$ cat config.mk
export PLATFORM = sky130hd
export DESIGN_NAME = env_pass_scheduler
export DESIGN_NICKNAME = d
export VERILOG_FILES = /design/src/rtl/env_pass_scheduler.sv
export SDC_FILE = /design/constraint.sdc
export NUM_CORES = 1
export LEC_CHECK = 0
export BUFFER_PORTS_ARGS = -buffer_cell sky130_fd_sc_hd__buf_2
export CELL_PAD_IN_SITES_DETAIL_PLACEMENT = 2
export CELL_PAD_IN_SITES_GLOBAL_PLACEMENT = 2
export CORE_MARGIN = 10
export CORE_UTILIZATION = 33
export CTS_BUF_LIST = sky130_fd_sc_hd__clkbuf_8
export CTS_CLUSTER_SIZE = 16
export DETAILED_ROUTE_END_ITERATION = 7
export GPL_TIMING_DRIVEN = 0
export PLACE_DENSITY = 0.88
export SYNTH_ARGS = -nofsm -noshare
export SYNTH_HDL_FRONTEND = slang
export SYNTH_SLANG_ARGS = --single-unit
$ cat constraint.sdc
create_clock -name clk_in -period 4.7 [get_ports clk_in]
set_input_delay 0.235 -clock clk_in [delete_from_list [all_inputs] [get_ports clk_in]]
set_output_delay 0.235 -clock clk_in [all_outputs]
set_load 0.01 [all_outputs]
$ cat src/rtl/env_pass_scheduler.sv
// rtl/env_pass_scheduler.sv - frame-tick pass sequencer for the environment manager
// Issues one start per accepted tick, forwards indexed vertices, tracks pass stats and a watchdog.
module env_pass_scheduler #(
   parameter int WORLD_BITS     = 32,
   parameter int MAX_POINTS     = 256,
   parameter int TIMEOUT_CYCLES = 4096,
   parameter int CNT_BITS       = 8
) (
   input  logic                          clk_in,
   input  logic                          rst_in,
   input  logic                          frame_tick_in,
   input  logic                          pause_in,
   output logic                          env_start_out,
   input  logic                          env_valid_in,
   input  logic [WORLD_BITS-1:0]         env_x_in,
   input  logic [WORLD_BITS-1:0]         env_y_in,
   input  logic                          env_done_in,
   output logic                          pt_valid_out,
   output logic [WORLD_BITS-1:0]         pt_x_out,
   output logic [WORLD_BITS-1:0]         pt_y_out,
   output logic [$clog2(MAX_POINTS)-1:0] pt_index_out,
   output logic                          pass_busy_out,
   output logic                          pass_done_out,
   output logic [$clog2(MAX_POINTS):0]   point_count_out,
   output logic [CNT_BITS-1:0]           overrun_count_out,
   output logic                          timeout_out
);

   localparam int IDX_W = $clog2(MAX_POINTS);
   localparam int CW    = IDX_W + 1;
   localparam int WD_W  = $clog2(TIMEOUT_CYCLES + 1);

   typedef enum logic [1:0] {S_IDLE, S_START, S_RUN, S_DRAIN} state_t;

   state_t                state_q;
   logic                  pending_q;
   logic [CW-1:0]         cnt_q;
   logic [WD_W-1:0]       wd_q;
   logic [WD_W-1:0]       wd_d;
   logic                  start_q;
   logic                  busy_q;
   logic                  done_q;
   logic                  timeout_q;
   logic                  pt_valid_q;
   logic [WORLD_BITS-1:0] pt_x_q;
   logic [WORLD_BITS-1:0] pt_y_q;
   logic [IDX_W-1:0]      pt_idx_q;
   logic [CW-1:0]         pcount_q;
   logic [CNT_BITS-1:0]   ovr_q;

   logic in_run;
   logic vtx_take;
   logic wd_expire;
   logic can_start;

   always_comb begin
      in_run    = (state_q == S_RUN);
      vtx_take  = in_run && env_valid_in && (cnt_q < CW'(MAX_POINTS));
      wd_d      = wd_q + 1'b1;
      // Expiry is judged on the incremented value so the flag lands TIMEOUT_CYCLES after start.
      wd_expire = in_run && !env_done_in && (wd_d == WD_W'(TIMEOUT_CYCLES - 1));
      can_start = (state_q == S_IDLE) && (frame_tick_in || pending_q) && !pause_in;
   end

   always_ff @(posedge clk_in or posedge rst_in) begin
      if (rst_in) begin
         state_q    <= S_IDLE;
         pending_q  <= 1'b0;
         cnt_q      <= '0;
         wd_q       <= '0;
         start_q    <= 1'b0;
         busy_q     <= 1'b0;
         done_q     <= 1'b0;
         timeout_q  <= 1'b0;
         pt_valid_q <= 1'b0;
         pt_x_q     <= '0;
         pt_y_q     <= '0;
         pt_idx_q   <= '0;
         pcount_q   <= '0;
         ovr_q      <= '0;
      end else begin
         start_q    <= 1'b0;
         done_q     <= 1'b0;
         pt_valid_q <= vtx_take;

         if (vtx_take) begin
            pt_x_q   <= env_x_in;
            pt_y_q   <= env_y_in;
            pt_idx_q <= cnt_q[IDX_W-1:0];
            cnt_q    <= cnt_q + 1'b1;
         end

         // Only one tick is ever queued; surplus ticks are counted as overruns.
         if (can_start) begin
            pending_q <= 1'b0;
         end else if (frame_tick_in) begin
            if (!pending_q) begin
               pending_q <= 1'b1;
            end else if (!(&ovr_q)) begin
               ovr_q <= ovr_q + 1'b1;
            end
         end

         case (state_q)
            S_IDLE: begin
               if (can_start) begin
                  state_q <= S_START;
                  start_q <= 1'b1;
                  busy_q  <= 1'b1;
                  cnt_q   <= '0;
                  wd_q    <= '0;
               end
            end
            S_START: begin
               state_q <= S_RUN;
            end
            S_RUN: begin
               wd_q <= wd_d;
               if (env_done_in) begin
                  pcount_q <= cnt_q + CW'(vtx_take);
                  done_q   <= 1'b1;
                  state_q  <= S_DRAIN;
               end else if (wd_expire) begin
                  timeout_q <= 1'b1;
                  busy_q    <= 1'b0;
                  state_q   <= S_IDLE;
               end
            end
            S_DRAIN: begin
               busy_q  <= 1'b0;
               state_q <= S_IDLE;
            end
            default: state_q <= S_IDLE;
         endcase
      end
   end

   assign env_start_out     = start_q;
   assign pass_busy_out     = busy_q;
   assign pass_done_out     = done_q;
   assign timeout_out       = timeout_q;
   assign pt_valid_out      = pt_valid_q;
   assign pt_x_out          = pt_x_q;
   assign pt_y_out          = pt_y_q;
   assign pt_index_out      = pt_idx_q;
   assign point_count_out   = pcount_q;
   assign overrun_count_out = ovr_q;

endmodule

==> impl_metrics.toml <==
[floorplanning]
die_x_um = 144
start_util = 0.334
core_um2 = 15100
io_pins = 164
die_area_um2 = 20600
num_rows = 45
die_h_um = 144

[power_and_ir_drop]
p_int_w = 0.00273
power.switching_w = 0.00162
p_seq_frac = 0.387
power_w = 0.00435
p_leak_nw = 3.28
netSwitchingFraction = 0.372
power_density_nw_per_um2 = 631
power.share.clock = 0.256
p_comb_frac = 0.357
vdd_ir_drop_max_uv = 234

[finish]
layout-drive-gt1-share = 0.462
multi_input_area_um2 = 1920
register_area_um2 = 2980
syn_to_final_growth_pct = 36.7
finalNonFillerCells = 814
final_common_cell = "buf_2"
fin_area_um2 = 6900
num-fill-cells = 1528
final_cell_mix = "168 x buf_2, 119 x dfrtp_1, 75 x mux2_2, 31 x dlygate4sd3_1, 28 x nand2_1"
n_antenna_cell = 0
nets = 689

[timing]
rsz0062_at_grt = "false"
min_period_ns = 3.25
slew_violations = 0
worst_clock_skew_ns = 0.0334
setup_violations = 0
hold_viol_final = 0
tightest_slew_ns = 0.647
max_slew_margin = 0.565
fmax_ghz = 0.308
finalSetupTns_ns = 0
whs_ns = 0.0282
period_share = 0.691

[clocking]
cts_tree = "done"
ctsResizeCount = 0
holdBufCountCts = 9
cts_buffer_depth = 2
root_buffer = "clkbuf_8"
post_cts_buffers = 0
clkLatencyLatePin_ns = 0.46
cts_sinks = 119
numCtsBuffers = 17
clk_pin_slew_ns = 0.08
h-tree-depth = 4

[logic_synthesis]
ys.flop_type = "dfrtp_1"
synthCells = 399
syn_nets = 475
synth_area_per_cell_um2 = 12.6
synth-edff-count = 0
synthesis.area_um2 = 5040
ys_seq_elements = 119
yosys_warnings = 0
synthArstFlopShare = 1.00
yosysSeqAreaShare = 0.590
synthDistinctLibCells = 44

[placement]
io_buffers = 163
dpl.hpwl_um = 12300
dp_cells = 751
placed_area_um2 = 6130
globalplace.congestion = 0.756

[setup_path]
startpoint_type = "flip-flop"
worstPathArrival_ns = 3.58
rr_worst_depth = 11
critPathKind = "reg2reg"
cp_max_fo = 11
required_ns = 5.04
end_kind = "flip-flop"

[drt]
drt_first_iter_violations = 263
antenna_left = 0
vias = 4233
drt-pass1-iter-count = 4
wl_per_cell_um = 24.8
via_per_inst = 5.20
drc_errors = 0
route.final.wire_length_um = 20200

[outcome]
status = "complete, no violations"

[grt]
overflow = 0
grt_pass1_vias = 4756
antenna_found_initial = 0
track_usage = 0.181
grt_max_degree = 103
grt_pass1_wl_um = 28300

[worst_hold_path]
min_path_cells = 2
min_path_type = "in2reg"

[run]
max_cap_viol_count = 0
## power groups by stage
stage	Clock (W)	Sequential (W)	Combinational (W)
2_1_floorplan	0	0.00178	0.000664
3_3_place_gp	0	0.00161	0.00139
3_5_place_dp	0	0.00167	0.00149
4_1_cts	0.00111	0.00165	0.00151
5_1_grt	0.00119	0.00174	0.00169
6_report	0.00111	0.00168	0.00156
## critical path, cell delays in order, from the launching register on
cell      delay [ns]
dfrtp_1         0.45
nand2b_1        0.18
buf_2           0.20
nor3b_2         0.43
buf_2           0.36
buf_4           0.26
ha_1            0.21
ha_1            0.21
nand3_1         0.21
nor2_1          0.26
xnor2_1         0.12
o21ai_0         0.26
## layout make-up
class	count	share of cell area
clock buffers	17	0.0339
multi-input cells	250	0.279
well taps	188	0.0341
flip-flops and latches	119	0.432
plain buffers	23	0.0174
inverters	7	0.00454
repair buffers	195	0.167
clock inverters	15	0.0323
## cells in the mapped netlist, types with 2 or more instances
master,count,share of area
nand3_1,12,0.012
o21ai_0,25,0.025
xnor2_1,13,0.023
xor2_1,8,0.014
nand2b_1,2,0.0025
mux2i_1,2,0.0040
nor2_1,22,0.016
dfrtp_1,119,0.59
clkbuf_1,9,0.0067
nand2_1,28,0.021
o31ai_1,3,0.0045
buf_4,7,0.010
nor4_1,3,0.0037
nor2b_1,2,0.0025
or3_1,4,0.0050
o22ai_1,2,0.0025
a21oi_1,6,0.0060
mux2_2,75,0.17
ha_1,6,0.015
buf_2,5,0.0050
inv_1,7,0.0052
a31oi_1,4,0.0050
and3_1,6,0.0074
nand4_1,9,0.011
## final timing paths
kind,startpoint,endpoint,slack [ns]
max,state_q[0],point_count_out[8],1.45
min,env_y_in[31],pt_y_out[31],0.03
max reg2reg,state_q[0],point_count_out[8],1.45
min reg2reg,timeout_out,timeout_out,0.46
max in group asynchronous,rst_in,overrun_count_out[4],3.60
min in group asynchronous,rst_in,pt_y_out[11],0.26
## registers in the layout (all words and copies together) (netlist names), 2 cells and up
register,count
state_q,2
pt_x_out,32
overrun_count_out,8
wd_q,13
point_count_out,9
pt_y_out,32
pt_index_out,8
cnt_q,9
## per-stage QoR
stage / util / worst slack, ns
floorplan: - / 1.31
global placement: 0.404 / 0.0249
detailed placement: 0.406 / 1.63
CTS: 0.442 / 1.49
global route: 0.457 / 1.17
finish: 0.457 / 1.45
## logic make-up (layout without fill, tap and decap cells)
logic type,count (synthesis),count (layout),synth area share
buffers and inverters,30,257,0.0290
adders and majority gates,6,6,0.0149
AOI/OAI and AO/OA,51,51,0.0642
xor gates and xnor gates,21,21,0.0365
DFF,119,119,0.590
muxes,77,77,0.171
and+or+nand+nor,95,95,0.0937
## per-layer routing
| layer | wire length [µm] | GRT usage |
|---|---|---|
| met1 | 7560 | 0.187 |
| met2 | 10800 | 0.321 |
| met3 | 1230 | 0.0696 |
| met4 | 630 | 0.0731 |
| met5 | 0 | 0 |
No activity file was read; power rests on OpenSTA's default activity.
